<file path="config.mk">
export PLATFORM = sky130hd
export DESIGN_NAME = phase_accumulator_glide
export DESIGN_NICKNAME = d
export VERILOG_FILES = /design/src/rtl/phase_accumulator_glide_pkg.sv /design/src/rtl/phase_accumulator_glide_freq_slew_limiter.sv /design/src/rtl/phase_accumulator_glide.sv
export SDC_FILE = /design/constraint.sdc
export NUM_CORES = 1
export LEC_CHECK = 0
export CAP_MARGIN = 20
export CORE_ASPECT_RATIO = 0.6
export CORE_MARGIN = 2
export CORE_UTILIZATION = 30
export CTS_BUF_LIST = sky130_fd_sc_hd__clkbuf_8
export CTS_CLUSTER_SIZE = 16
export DETAILED_ROUTE_END_ITERATION = 8
export DONT_BUFFER_PORTS = 1
export PLACE_DENSITY_LB_ADDON = 0.12
export RECOVER_POWER = 50
export SLEW_MARGIN = 15
export SYNTH_ARGS = -nofsm -noshare
export SYNTH_HDL_FRONTEND = slang
export SYNTH_SLANG_ARGS = --single-unit
</file>
<file path="constraint.sdc">
create_clock -name clk -period 5.9 [get_ports clk]
set_input_delay 0.885 -clock clk [delete_from_list [all_inputs] [get_ports clk]]
set_output_delay 0.885 -clock clk [all_outputs]
set_load 0.01 [all_outputs]
</file>
<file path="src/rtl/phase_accumulator_glide_pkg.sv">
// rtl/phase_accumulator_glide_pkg.sv - shared width defaults for the oscillator voice
package phase_accumulator_glide_pkg;
  // Tone generators import these so their phase inputs match the accumulator width.
  localparam int DEFAULT_ACCUMULATOR_BITS = 24;
  localparam int DEFAULT_FREQ_BITS        = 16;
  localparam int DEFAULT_GLIDE_BITS       = 8;
endpackage

</file>
<file path="src/rtl/phase_accumulator_glide_freq_slew_limiter.sv">
// rtl/phase_accumulator_glide_freq_slew_limiter.sv - next effective increment, slewed toward target
module phase_accumulator_glide_freq_slew_limiter
  import phase_accumulator_glide_pkg::*;
#(
  parameter int FREQ_BITS  = DEFAULT_FREQ_BITS,
  parameter int GLIDE_BITS = DEFAULT_GLIDE_BITS
) (
  input  logic [FREQ_BITS-1:0]  cur_freq,
  input  logic [FREQ_BITS-1:0]  tone_freq,
  input  logic [GLIDE_BITS-1:0] glide_rate,
  output logic [FREQ_BITS-1:0]  next_freq
);

  logic [FREQ_BITS:0] rate_ext;
  logic [FREQ_BITS:0] up_sum;
  logic [FREQ_BITS:0] down_diff;

  assign rate_ext = {{(FREQ_BITS + 1 - GLIDE_BITS){1'b0}}, glide_rate};

  // One extra bit so a step past full scale or below zero is seen and clamped to the target.
  always_comb begin
    up_sum    = {1'b0, cur_freq} + rate_ext;
    down_diff = {1'b0, cur_freq} - rate_ext;
    next_freq = cur_freq;
    if (glide_rate == '0) begin
      next_freq = tone_freq;
    end else if (cur_freq < tone_freq) begin
      next_freq = (up_sum > {1'b0, tone_freq}) ? tone_freq : up_sum[FREQ_BITS-1:0];
    end else if (cur_freq > tone_freq) begin
      next_freq = (down_diff[FREQ_BITS] || (down_diff[FREQ_BITS-1:0] < tone_freq))
                  ? tone_freq : down_diff[FREQ_BITS-1:0];
    end
  end

endmodule

</file>
<file path="src/rtl/phase_accumulator_glide.sv">
// rtl/phase_accumulator_glide.sv - per-voice phase accumulator with glide and hard sync
module phase_accumulator_glide
  import phase_accumulator_glide_pkg::*;
#(
  parameter int ACCUMULATOR_BITS = DEFAULT_ACCUMULATOR_BITS,
  parameter int FREQ_BITS        = DEFAULT_FREQ_BITS,
  parameter int GLIDE_BITS       = DEFAULT_GLIDE_BITS
) (
  input  logic                        clk,
  input  logic                        rst,
  input  logic                        sample_en,
  input  logic [FREQ_BITS-1:0]        tone_freq,
  input  logic [GLIDE_BITS-1:0]       glide_rate,
  input  logic                        sync_in,
  output logic [ACCUMULATOR_BITS-1:0] accumulator,
  output logic [FREQ_BITS-1:0]        cur_freq,
  output logic                        sync_out,
  output logic                        gliding
);

  logic                      sync_pending;
  logic [FREQ_BITS-1:0]      next_freq;
  logic [ACCUMULATOR_BITS:0] phase_sum;

  phase_accumulator_glide_freq_slew_limiter #(
    .FREQ_BITS  (FREQ_BITS),
    .GLIDE_BITS (GLIDE_BITS)
  ) u_slew (
    .cur_freq   (cur_freq),
    .tone_freq  (tone_freq),
    .glide_rate (glide_rate),
    .next_freq  (next_freq)
  );

  // The top bit of the sum is the wrap carry that drives sync_out.
  assign phase_sum = {1'b0, accumulator}
                   + {{(ACCUMULATOR_BITS + 1 - FREQ_BITS){1'b0}}, cur_freq};

  assign gliding = (cur_freq != tone_freq);

  always_ff @(posedge clk) begin
    if (rst) begin
      accumulator  <= '0;
      cur_freq     <= '0;
      sync_out     <= 1'b0;
      sync_pending <= 1'b0;
    end else if (sample_en) begin
      if (sync_in || sync_pending) begin
        accumulator <= '0;
        sync_out    <= 1'b0;
      end else begin
        accumulator <= phase_sum[ACCUMULATOR_BITS-1:0];
        sync_out    <= phase_sum[ACCUMULATOR_BITS];
      end
      cur_freq     <= next_freq;
      sync_pending <= 1'b0;
    end else begin
      sync_out <= 1'b0;
      if (sync_in) begin
        sync_pending <= 1'b1;
      end
    end
  end

endmodule

</file>
==> flow_summary.ini <==
[outcome]
outcome = completed

[final_layout]
drive_gt1_share_pct = 4.181
diodes = 0
layout.nets = 683
final_cell_mix = ha_1 (79), nor2_1 (52), a21oi_1 (44)
mostFrequentLayoutCell = ha_1
fillers = 1600
fin_cells = 777
syn_to_final_growth_pct = 6.782

[setup_path]
arrival_ns = 5.57
cp_cell_sequence = clkbuf_1 -> ha_1 -> a221oi_1 -> o41ai_1 -> o31a_1 -> nor2b_1 -> xnor2_1 -> inv_1 -> ha_1 -> a2111o_1 -> a221oi_1 -> a211oi_1 -> a21oi_1 -> nor2_1 -> a2111oi_0 -> o41ai_1
worstSetupPathType = flip-flop to flip-flop
reg2regPathDepth = 16
crit_fanout = 10
path_buf_inv = 2
r2r_slack_ns = 0.54
slowest_delay_ns = 0.70
reg2reg_to = cur_freq[11]
end_kind = flip-flop
crit_family = compound AO/OA/AOI/OAI gates
worstPathRequired_ns = 6.11
slowest_stage = a21oi_1
rr_startpoint = cur_freq[2]
start_kind = flip-flop

[yosys]
syn_nets = 683
synth_edf_count = 0
ys_seq_area_share_pct = 18.23
ys_seq_elements = 42
yosysWarnings = 0
synth_cell_types = 59
syn_inst = 573
avgSynthCellArea_um2 = 8.049
ys.flop_type = dfxtp_1
synthArstFlopShare_pct = 0
syn_area_um2 = 4612

[timing]
clock_skew_ns = 0.01299
worst_slew_pin_slew_ns = 0.9958
rsz0062_at_grt = false
fin_setup_tns_ns = 0
finalSetupViolCount = 0
hold_viol_final = 0
slew_headroom_pct = 33.62
min_period_ns = 5.362
fin_crit_sh_pct = 90.88
slew_viol_final = 0
clock.fmax_ghz = 0.1865

[worst_hold_path]
holdCritPathClass = flip-flop to flip-flop
worstHoldStart = accumulator[23]
worstHoldEndpoint = sync_out
min_path_cells = 2

[drt]
wl_mm = 15.66
wl_met1_mm = 8.222
topRoutingLayerUsed = met4
antenna_left = 0
met2_length_mm = 5.627
first_pass_iters = 5
wl_met3_mm = 1.727
vias_per_cell = 5.569
drc = 0
drtIter0Drc = 391
vias = 4327
avgRoutedWirePerCell_um = 20.16

[cts]
clock_latency_ns = 0.32
htree_levels = 2
cts_hold_buf = 0
cts_buffer_depth = 2
cts_sinks = 42
cts_resized = 0
postCtsSetupBuffers = 0
root_buffer = clkbuf_8
cts_tree = yes
clkSlewWorstSetupHoldPaths_ns = 0.10
cts_made_buffers = 5

[power_and_ir_drop]
cellPowerDensity_nw_per_um2 = 203.1
leakage_uw = 0.002203
vdd_drop_max_mv = 0.07434

[die]
fp.dieArea_um2 = 16410
die_height_um = 100.0
fp-row-count = 35
ios = 70
start_util_pct = 30.35
core_um2 = 15200
die_width_um = 164.1

[placement]
io_buffers = 0
dp_cells = 769
place_hpwl_mm = 12.64
routabilityCongestion = 0.8966

[job]
max_cap_viol_count = 0

[global_routing]
grt_pass1_vias = 4119
antenna_found_initial = 0
grt_remaining_overflow = 0
grt_usage_pct = 19.42
grt_max_degree = 23
grt_first_pass_wirelength_mm = 24.21
through the flow:
stage	setup slack, ns	cell area (um2)	total power [uW]	util [%]	hold WS, ns
floorplan	1.403	4612	660.4	-	0.4785
global placement	0.5232	4865	787.0	32.01	0.5261
detailed placement	0.5433	4865	787.4	32.01	0.5240
CTS	0.6442	4956	1006	32.61	0.5431
global route	0.1274	4925	1077	32.41	0.5761
finish	0.5381	4925	1000	32.41	0.5335
synth_stat cells, types with 12 or more instances:
| library cell | count | area share [%] |
|---|---|---|
| ha_1 | 79 | 21 |
| nor2_1 | 52 | 4.2 |
| a21oi_1 | 44 | 4.8 |
| dfxtp_1 | 42 | 18 |
| inv_1 | 41 | 3.3 |
| nand2_1 | 35 | 2.8 |
| xnor2_1 | 24 | 4.6 |
| o21ai_0 | 21 | 2.3 |
| a22o_1 | 15 | 2.8 |
| xor2_1 | 15 | 2.8 |
| nand3_1 | 14 | 1.5 |
| a211oi_1 | 12 | 2.0 |
| a221oi_1 | 12 | 2.3 |
area by class of cell:
| class | instances | area (um2) | share of cell area, % |
|---|---|---|---|
| Clock buffer | 6 | 82.58 | 1.677 |
| Clock inverter | 2 | 8.758 | 0.1778 |
| Inverter | 41 | 153.9 | 3.125 |
| Multi-Input combinational cell | 472 | 3528 | 71.65 |
| Sequential cell | 42 | 840.8 | 17.07 |
| Tap cell | 203 | 254.0 | 5.158 |
| Timing Repair Buffer | 11 | 56.30 | 1.143 |
metal layers:
| layer | vias to the layer above | global-route usage [%] |
|---|---|---|
| li1 | 2134 | - |
| met1 | 2012 | 30.43 |
| met2 | 171 | 25.20 |
| met3 | 10 | 6.901 |
| met4 | 0 | 2.497 |
| met5 | - | 0 |
sequential cells by signal (all words and copies together) (netlist names):
name,count
cur_freq,16
accumulator,24
sync_pending,1
sync_out,1
kinds of logic (layout without fill, tap and decap cells):
kind of cell | after synthesis | count (layout) | synth area share [%]
AND/OR/NAND/NOR | 180 | 180 | 19.56
AO/OA/AOI/OAI | 171 | 171 | 26.81
adder cells (fa/ha/maj) | 82 | 82 | 22.73
buffers and inverters | 59 | 60 | 5.263
flip-flops | 42 | 42 | 18.23
XOR/XNOR | 39 | 39 | 7.406
how the worst max path moves through the flow:
| stage | from | to | slack (ns) | cells after the start |
|---|---|---|---|---|
| 2_1_floorplan | glide_rate[0] | cur_freq[9] | 1.40 | 15 |
| 3_3_place_gp | glide_rate[0] | cur_freq[9] | 0.52 | 15 |
| 3_5_place_dp | glide_rate[0] | cur_freq[11] | 0.54 | 15 |
| 4_1_cts | cur_freq[1] | cur_freq[11] | 0.64 | 16 |
| 5_1_grt | cur_freq[0] | cur_freq[11] | 0.13 | 18 |
| 6_report | cur_freq[2] | cur_freq[11] | 0.54 | 16 |
where the power goes:
part	switching [uW]	total, uW	internal [uW]	leakage [uW]
Sequential	30.3	327	296	0.000342
Clock	119	212	93.2	0.0000524
Combinational	278	461	184	0.00181
worst reg2reg max path, stage by stage, from the launching register on:
cell       delay [ns]
dfxtp_1          0.32
clkbuf_1         0.49
ha_1             0.45
a221oi_1         0.57
o41ai_1          0.19
o31a_1           0.34
nor2b_1          0.16
xnor2_1          0.29
inv_1            0.09
ha_1             0.21
a2111o_1         0.37
a221oi_1         0.25
a211oi_1         0.20
a21oi_1          0.70
nor2_1           0.07
a2111oi_0        0.45
o41ai_1          0.10
(Power assumes the default switching activity.)
